**src/rtl/vga_pkg.sv**
```systemverilog
// Shared VGA definitions: frame size, colour type and the pixel FIFO entry layout.
package vga_pkg;

   localparam int SCREEN_W = 160;
   localparam int SCREEN_H = 120;

   typedef logic [2:0] colour_t;

   typedef struct packed {
      logic [7:0] x;
      logic [6:0] y;
      colour_t    colour;
      logic       vis;
      logic       last;
   } pix_entry_t;

   // Signed clip test; widening to int keeps negative coordinates negative.
   function automatic logic isVisible(input logic signed [9:0] x,
                                      input logic signed [9:0] y,
                                      input int w,
                                      input int h);
      return (int'(x) >= 0) && (int'(x) < w) && (int'(y) >= 0) && (int'(y) < h);
   endfunction

endpackage

```
**src/rtl/sync_fifo.sv**
```systemverilog
// Register-array synchronous FIFO; a separate occupancy count tells full from empty.
module sync_fifo #(
   parameter int WIDTH = 8,
   parameter int DEPTH = 8
) (
   input  logic                     clk,
   input  logic                     rst_n,
   input  logic                     push_i,
   input  logic                     pop_i,
   input  logic [WIDTH-1:0]         wdata_i,
   output logic [WIDTH-1:0]         rdata_o,
   output logic                     full_o,
   output logic                     empty_o,
   output logic [$clog2(DEPTH):0]   count_o
);

   localparam int PW = $clog2(DEPTH);
   localparam logic [PW:0] FULL_COUNT = (PW+1)'(DEPTH);

   logic [WIDTH-1:0] mem_q [DEPTH];
   logic [PW-1:0]    wrPtr_q, wrPtr_d;
   logic [PW-1:0]    rdPtr_q, rdPtr_d;
   logic [PW:0]      count_q, count_d;
   logic             doPush, doPop;

   assign full_o  = (count_q == FULL_COUNT);
   assign empty_o = (count_q == '0);
   assign count_o = count_q;
   assign rdata_o = mem_q[rdPtr_q];
   assign doPush  = push_i && !full_o;
   assign doPop   = pop_i && !empty_o;

   // Pointers wrap naturally because DEPTH is a power of two.
   always_comb begin
      wrPtr_d = wrPtr_q;
      rdPtr_d = rdPtr_q;
      count_d = count_q;
      if (doPush) wrPtr_d = wrPtr_q + 1'b1;
      if (doPop)  rdPtr_d = rdPtr_q + 1'b1;
      if (doPush && !doPop)      count_d = count_q + 1'b1;
      else if (!doPush && doPop) count_d = count_q - 1'b1;
   end

   always_ff @(posedge clk or negedge rst_n) begin
      if (!rst_n) begin
         wrPtr_q <= '0;
         rdPtr_q <= '0;
         count_q <= '0;
      end else begin
         wrPtr_q <= wrPtr_d;
         rdPtr_q <= rdPtr_d;
         count_q <= count_d;
      end
   end

   always_ff @(posedge clk) begin
      if (doPush) mem_q[wrPtr_q] <= wdata_i;
   end

endmodule

```
**src/rtl/pixel_clip_buffer.sv**
```systemverilog
// Clips circle-engine pixels against the frame, queues them and issues them to the
// VGA adapter under the arbiter grant, with shape-done pulse and clipped-pixel count.
module pixel_clip_buffer #(
   parameter int DEPTH    = 8,
   parameter int SCREEN_W = vga_pkg::SCREEN_W,
   parameter int SCREEN_H = vga_pkg::SCREEN_H
) (
   input  logic               clk,
   input  logic               rst_n,
   input  logic               in_valid,
   output logic               in_ready,
   input  logic signed [9:0]  in_x,
   input  logic signed [9:0]  in_y,
   input  logic [2:0]         in_colour,
   input  logic               in_last,
   input  logic               out_ready,
   output logic [7:0]         vga_x,
   output logic [6:0]         vga_y,
   output logic [2:0]         vga_colour,
   output logic               vga_plot,
   output logic               done,
   output logic [15:0]        drop_count,
   input  logic               clr_stats
);

   import vga_pkg::*;

   localparam int CW = $clog2(DEPTH) + 1;

   pix_entry_t    pushEntry, popEntry;
   logic          fifoFull, fifoEmpty;
   logic [CW-1:0] occupancy;
   logic          accept, pop, pixVis;

   logic [7:0]    vgaX_q, vgaX_d;
   logic [6:0]    vgaY_q, vgaY_d;
   colour_t       vgaColour_q, vgaColour_d;
   logic          vgaPlot_q, vgaPlot_d;
   logic          done_q, done_d;
   logic [15:0]   dropCount_q, dropCount_d;

   // Readiness comes only from registered occupancy, never from out_ready.
   assign in_ready = !fifoFull;
   assign accept   = in_valid && in_ready;
   assign pop      = !fifoEmpty && out_ready;
   assign pixVis   = isVisible(in_x, in_y, SCREEN_W, SCREEN_H);

   always_comb begin
      pushEntry.x      = in_x[7:0];
      pushEntry.y      = in_y[6:0];
      pushEntry.colour = in_colour;
      pushEntry.vis    = pixVis;
      pushEntry.last   = in_last;
   end

   sync_fifo #(
      .WIDTH ($bits(pix_entry_t)),
      .DEPTH (DEPTH)
   ) u_fifo (
      .clk     (clk),
      .rst_n   (rst_n),
      .push_i  (accept),
      .pop_i   (pop),
      .wdata_i (pushEntry),
      .rdata_o (popEntry),
      .full_o  (fifoFull),
      .empty_o (fifoEmpty),
      .count_o (occupancy)
   );

   // Clipped entries still pop so that a clipped last pixel can raise done.
   always_comb begin
      vgaX_d      = vgaX_q;
      vgaY_d      = vgaY_q;
      vgaColour_d = vgaColour_q;
      vgaPlot_d   = 1'b0;
      done_d      = 1'b0;
      if (pop) begin
         vgaX_d      = popEntry.x;
         vgaY_d      = popEntry.y;
         vgaColour_d = popEntry.colour;
         vgaPlot_d   = popEntry.vis;
         done_d      = popEntry.last;
      end
   end

   // Clear wins over a same-cycle increment; the count sticks at all-ones.
   always_comb begin
      dropCount_d = dropCount_q;
      if (clr_stats)
         dropCount_d = '0;
      else if (accept && !pixVis && (dropCount_q != 16'hFFFF))
         dropCount_d = dropCount_q + 16'd1;
   end

   always_ff @(posedge clk or negedge rst_n) begin
      if (!rst_n) begin
         vgaX_q      <= '0;
         vgaY_q      <= '0;
         vgaColour_q <= '0;
         vgaPlot_q   <= 1'b0;
         done_q      <= 1'b0;
         dropCount_q <= '0;
      end else begin
         vgaX_q      <= vgaX_d;
         vgaY_q      <= vgaY_d;
         vgaColour_q <= vgaColour_d;
         vgaPlot_q   <= vgaPlot_d;
         done_q      <= done_d;
         dropCount_q <= dropCount_d;
      end
   end

   // Sanity check that the FIFO's full flag agrees with its own occupancy.
   always @(posedge clk) begin
      if (rst_n) assert (fifoFull == (occupancy == CW'(DEPTH)));
   end

   assign vga_x      = vgaX_q;
   assign vga_y      = vgaY_q;
   assign vga_colour = vgaColour_q;
   assign vga_plot   = vgaPlot_q;
   assign done       = done_q;
   assign drop_count = dropCount_q;

endmodule

```
**config.mk**
```make
export PLATFORM = sky130hd
export DESIGN_NAME = pixel_clip_buffer
export DESIGN_NICKNAME = d
export VERILOG_FILES = /design/src/rtl/vga_pkg.sv /design/src/rtl/sync_fifo.sv /design/src/rtl/pixel_clip_buffer.sv
export SDC_FILE = /design/constraint.sdc
export NUM_CORES = 1
export LEC_CHECK = 0
export CORE_MARGIN = 2
export CORE_UTILIZATION = 35
export DETAILED_ROUTE_END_ITERATION = 16
export GPL_ROUTABILITY_DRIVEN = 0
export GPL_TIMING_DRIVEN = 0
export SETUP_SLACK_MARGIN = 0.2
export SYNTH_ARGS = -nofsm -noshare
export SYNTH_HDL_FRONTEND = slang
export SYNTH_SLANG_ARGS = --single-unit
export TNS_END_PERCENT = 1
```
**constraint.sdc**
```tcl
create_clock -name clk -period 9.45 [get_ports clk]
set_clock_uncertainty 0.05 [all_clocks]
set_input_delay 2.3625 -clock clk [delete_from_list [all_inputs] [get_ports clk]]
set_output_delay 2.3625 -clock clk [all_outputs]
set_load 0.01 [all_outputs]
```
# Yosys cells after proc, flatten, opt, wreduce, memory -nomap -nowiden
# Memories as Yosys holds them, arrays and structs flattened.
# Cells that the tools add are included.
# totals
latchBits	0
regBits	46
n_memories	1
out_inout_bits	37
word_cells	48
ramBits	160
inputBits	29
rom_bits	0
# memory_table
name	words	width	rd	rd_ports_with_merged_regs	write_ports	line_no	source
u_fifo.mem_q	8	20	1	0	1	sync_fifo.sv:20	logic [WIDTH-1:0] mem_q [DEPTH];
# classes
div_mod_pow	0
n_reduce_logical	19
n_lt_le_gt_ge	4
n_bitwise	0
shift	0
n_eq_ne	2
mul	0
n_mux	8
addsub	5
# ops
operator	n
16-bit 2-to-1 mux	2
10-bit by 1-bit >= comparator with 1-bit output, second input constant	2
16-bit by 1-bit adder with 16-bit output, second input constant	1
16-bit inequality test, second input constant	1
1-bit logical AND	11
10-bit by 8-bit < comparator with 1-bit output, second input constant	1
10-bit by 9-bit < comparator with 1-bit output, second input constant	1
4-bit 2-to-1 mux	2
3-bit by 1-bit adder with 3-bit output, second input constant	2
1-bit logical NOT	5
4-bit by 1-bit adder with 4-bit output, second input constant	1
4-bit == test, second input constant	1
4-bit logical NOT	1
1-bit 2-to-1 mux	4
2-bit nonzero test	2
4-bit by 1-bit subtractor with 4-bit output, second input constant	1

# Longest topological paths before layout
# Gate-level depths: netlist (run 1).
# logic_depth
word_depth	9
ltp_mapped	11
ltp_nobuf	11

# Modules after synthesis
# Synthesis (run 1) repeated with hierarchy kept, for this count alone.
# hier_totals
cells_unflattened	440
area_unflattened_um2	8446.9
# modules_own_cells
module	area_per_inst_um2	cells_each	instances	seq_area_each_um2
sync_fifo	6799.0	296	1	5054.8
pixel_clip_buffer	1647.8	144	1	900.9

# Worst setup path after synthesis (run 1)
# OpenSTA, ideal clock, no wires.
# synth_path
path_kind	input -> register
startpoint	input in_valid
endpoint	memory u_fifo.mem_q[4][0] (netlist name), enable pin
arrival_ns	4.584
required_time_ns	8.944
n_path_buf	0
path_stages	2
setup_slack_ns	4.360
setup_time_ns	0.456
cell_sequence	nand2_4 > nor4b_1
# synth_via
elab_chain_cells	4
# synth_lines
item	line_no	source
start: declaration	pixel_clip_buffer.sv:10	input logic in_valid,
1-bit logical AND	pixel_clip_buffer.sv:44	assign accept = in_valid && in_ready;
1-bit logical AND	sync_fifo.sv:30	assign doPush = push_i && !full_o;
1-bit 2-to-1 mux	sync_fifo.sv:57	if (doPush) mem_q[wrPtr_q] <= wdata_i;
1-bit 2-to-1 mux (implied by the code)	sync_fifo.sv:57	
end: declaration	sync_fifo.sv:20	
# Every way passes these cells.

# Worst setup path in the final report (run 1)
# layout_path
startpoint	input out_ready
endpoint	register u_fifo.count_q[3], in the netlist u_fifo.count_o[3]
# layout_via
elab_chain_cells	5
word_cells_on_any_way	7
classes_between	mux: 1; reduce/logical: 6
# layout_lines
item	line_no	source
start: declaration	pixel_clip_buffer.sv:16	input logic out_ready,
1-bit logical AND (*)	pixel_clip_buffer.sv:45	assign pop = !fifoEmpty && out_ready;
1-bit logical AND (*)	sync_fifo.sv:31	assign doPop = pop_i && !empty_o;
1-bit logical NOT	sync_fifo.sv:40	if (doPush && !doPop) count_d = count_q + 1'b1;
1-bit logical AND	sync_fifo.sv:40	
4-bit 2-to-1 mux / 2-bit nonzero test (equally long branches)	--	
end signal: assignment	sync_fifo.sv:52	count_q <= count_d;
end: declaration	sync_fifo.sv:23	logic [PW:0] count_q, count_d;
# Every way passes the cells marked *; elsewhere a longest branch is shown, timed or not.
# A chain may end at the register's enable or synchronous reset.

==> run_results.csv, run 1 <==
group,metric,value,unit
die,die_area,24500,µm²
pwr,power_density,282,nW/µm²
pwr,power_leakage,3.48,nW
setup_path,reg2regPathDepth,10,
die,die_h,157,µm
clocking,tritoncts,"built",
logic_synthesis,synth_area_leaders,"edfxtp_1, dfrtp_1, mux4_2",
logic_synthesis,muxShareOfSynthArea,13.9,%
clocking,insertion_delay,500,ps
drt,drtPass1Iterations,4,
setup_path,r2r_start,"u_fifo.count_o[0]",
die,die_x,157,µm
setup_path,max_stage_delay,560,ps
drt,wirelength,16900,µm
drt,drc_errors,0,
die,core_area,22700,µm²
timing,fin_crit,4560,ps
pwr,share_comb_of_total_power,29.4,%
timing,fin_tns_setup,0,ps
setup_path,critPathLaunchType,"input port",
logic_synthesis,synth_fa_ha_area_share,1.17,%
job,cap_violations,0,
setup_path,reg2reg_to,"u_fifo.count_o[3]",
setup_path,worstPathRequired,9770,ps
pwr,internal_power,2.03,mW
clocking,postCtsSetupBuffers,0,
hold_path,hold_start,"vga_colour[0]",
clocking,cts_resized,0,
logic_synthesis,synth_top_cell_by_area,"edfxtp_1",
timing,fin_crit_sh,48.3,%
logic_synthesis,ys_types,42,
pwr,power_switching,0.819,mW
setup_path,cp-end-kind,"flop",
hold_path,holdPathStages,2,
hold_path,hp-class,"reg2reg",
drt,vias_per_cell,5.14,
final_layout,antenna_cells,0,
timing,setup_viol,0,
drt,dr_total_vias,4394,
timing,hold_violations,0,
setup_path,path_buf_inv,3,
logic_synthesis,netlist_instances,450,
setup_path,cp_common_cell,"ha_1",
logic_synthesis,synth.avg_cell_area,18.1,µm²
place,dp_hpwl,11700,µm
die,fp-row-count,55,
global_route,grt-ovfl-total,0,
timing,tightest_slew,983,ps
timing,rsz0062_at_grt,"false",
setup_path,critPathTopFamily,"buffers and inverters",
pwr,pwr-share-clk,27.7,%
setup_path,r2r_slack,6170,ps
drt,wl_per_cell,19.8,µm
global_route,antenna_found_initial,0,
final_layout,multi_input_area,2120,µm²
final_layout,fillers,1965,
clocking,path_clk_slew,60,ps
final_layout,num-nets-final,592,
final_layout,fin_area,10100,µm²
global_route,grt_pass1_wl,26500,µm
logic_synthesis,yosysWarningCount,0,
timing,drv_slew,0,
setup_path,crit_chain,"clkdlybuf4s50_1, o41ai_2, clkbuf_1, ha_1, inv_1, ha_1, a21o_1, a21oi_1, xnor2_1, nor2_1, xor2_1",
global_route,grt_max_degree,27,
place,dpl-instance-area,9420,µm²
final_layout,drive_above_1_share,20.0,%
logic_synthesis,netlist_area,8140,µm²
logic_synthesis,synth_top_family_by_area,"multiplexers",
timing,fin_ws,4890,ps
logic_synthesis,synth_fp_nets,486,
drt,drt_iter0_markers,346,
drt,drtAntennaViolNets,0,
logic_synthesis,yosys_register_bits,206,
setup_path,worstPathArrival,4890,ps
clocking,ctsLongestPathBuffers,3,
final_layout,syn_to_final_growth,23.8,%
setup_path,worstPathMaxFanout,10,
clocking,htreeDepth,1,
die,start_util,35.9,%
clocking,root_buffer,"clkbuf_16",
logic_synthesis,synthSimpleGateAreaFrac,6.07,%
final_layout,post-route-util,44.4,%
timing,max-slew-margin-rel,33.9,%
clocking,clock-sinks,206,
setup_path,critPathKind,"in2reg",
logic_synthesis,synth-xor-area-share,1.18,%
pwr,seq_power_share,42.9,%
setup_path,cp_slowest_cell,"clkbuf_1",
hold_path,holdPathEnd,"vga_colour[0]",
global_route,grt_pass1_vias,4476,
pwr,ir_worst_vdd,108,µV
clocking,hold_buffers,0,
timing,fmax,219,MHz
clocking,numCtsBuffers,21,
global_route,grt_usage,14.3,%
die,num_io_pins,66,
logic_synthesis,synth_top_area_share,59.0,%
place,port_buffers,65,
run_status,outcome,"completed",
logic_synthesis,yosysSeqAreaShare,73.1,%
logic_synthesis,synth_compound_area_share,3.16,%
pwr,p_sw_share,28.8,%
place,pre_cts_ws,4360,ps
final_layout,layout.area.seq,5960,µm²
-- tightest hold or removal path, cell delays in order, from the launching register on --
cell,delay (ps)
dfrtp_1,340
nand2_1,40
o21ai_0,60
-- synthesized netlist by cell type, drive strengths merged --
library cell / count
edfxtp: 160
dfrtp: 46
mux4: 40
nand2: 32
o21ai: 29
mux2i: 21
buf: 12
a21oi: 11
nor2: 11
clkbuf: 10
or3: 10
nand3: 9
nand4: 9
xnor2: 7
ha: 6
nor3: 6
inv: 5
xor2: 4
nor4: 3
and3: 2
mux2: 2
nor3b: 2
or4: 2
a211oi: 1
a21o: 1
and4: 1
fa: 1
nor2b: 1
nor4b: 1
o21ba: 1
o31a: 1
o31ai: 1
o41ai: 1
or4b: 1
-- power groups by stage --
stage | logic [mW] | clock network (mW) | registers [mW]
2_1_floorplan | 0.501 | 0 | 1.25
3_3_place_gp | 0.791 | 0 | 1.24
3_5_place_dp | 0.857 | 0 | 1.24
4_1_cts | 0.860 | 0.808 | 1.22
5_1_grt | 0.913 | 0.847 | 1.24
6_report | 0.836 | 0.789 | 1.22
-- area by class of cell --
cell class                 count  share of cell area (%)
sequential                   206                    59.1
multi-input combinational    217                    21.0
timing repair buffer          83                    8.74
clock buffer                  27                    5.73
tap                          285                    3.54
buffer                        22                   0.894
clock inverter                10                   0.807
inverter                       5                   0.211
-- worst max-delay path by stage --
stage                   start                  to  cells after the start
floorplan            in_valid  u_fifo.mem_q[4][0]                      2
global placement     in_valid  u_fifo.mem_q[4][3]                      3
detailed placement  out_ready   u_fifo.count_o[3]                     11
CTS                 out_ready   u_fifo.count_o[3]                     11
global route        out_ready   u_fifo.count_o[3]                     11
finish              out_ready   u_fifo.count_o[3]                     11
-- layout by cell type (no fill, tap or decap), types with 6 or more instances in the layout --
cell type	n
buf_1	7
dfrtp_1	46
clkbuf_16	21
buf_6	8
nor2_1	10
o21ai_0	27
ha_1	6
xnor2_1	7
clkdlybuf4s50_1	64
buf_2	6
mux2i_1	21
nand3_1	7
clkbuf_1	12
or3_1	10
nand2_1	31
a21oi_1	11
edfxtp_1	160
nand4_1	8
mux4_2	40
-- per-layer routing --
layer | wire length, µm | up-vias | GRT usage (%)
met5 | 0 | - | 0
met4 | 279 | 0 | 3.80
met3 | 839 | 25 | 2.63
met2 | 8140 | 111 | 23.2
met1 | 7650 | 2259 | 20.0
li1 | - | 1999 | -
-- sequential cells by signal (all words and copies together), names as in the netlist --
register        flops
u_fifo.count_o      4
vga_plot            1
u_fifo.wrPtr_q      3
u_fifo.mem_q      160
drop_count         16
u_fifo.rdPtr_q      3
done                1
vga_y               7
vga_colour          3
vga_x               8
-- metrics by stage --
| stage | hold WS (ps) | total power [mW] | std cells |
|---|---|---|---|
| floorplan | 424 | 1.75 | 450 |
| global placement | 413 | 2.03 | 800 |
| detailed placement | 421 | 2.10 | 818 |
| CTS | 434 | 2.89 | 855 |
| global route | 457 | 3.00 | 855 |
| finish | 428 | 2.85 | 855 |
-- cells by family (layout without fill, tap and decap cells) --
| group | after synthesis | after routing |
|---|---|---|
| simple gates | 90 | 90 |
| mux | 63 | 63 |
| xor+xnor | 11 | 11 |
| flops | 206 | 206 |
| compound gates | 46 | 46 |
| fa+ha+maj | 7 | 7 |
| buf+inv | 27 | 147 |
No activity file was read; power rests on OpenSTA's default activity.
==> inputs of run 2 (changes only) <==
==> constraint.sdc (replaced) <==
create_clock -name clk -period 4.7 [get_ports clk]
set_clock_uncertainty 0.05 [all_clocks]
set_input_delay 1.175 -clock clk [delete_from_list [all_inputs] [get_ports clk]]
set_output_delay 1.175 -clock clk [all_outputs]
set_load 0.01 [all_outputs]
==> results of run 2 <==
The final DEF is identical to that of run 1. Status: completed.
Main changes from that run: setup slack after placement 4360 ps -> 794 ps; setup slack after layout 4890 ps -> 1320 ps; register-to-register setup slack 6170 ps -> 1420 ps; total power 2.85 mW -> 5.72 mW; worst IR drop on VDD 108 µV -> 218 µV
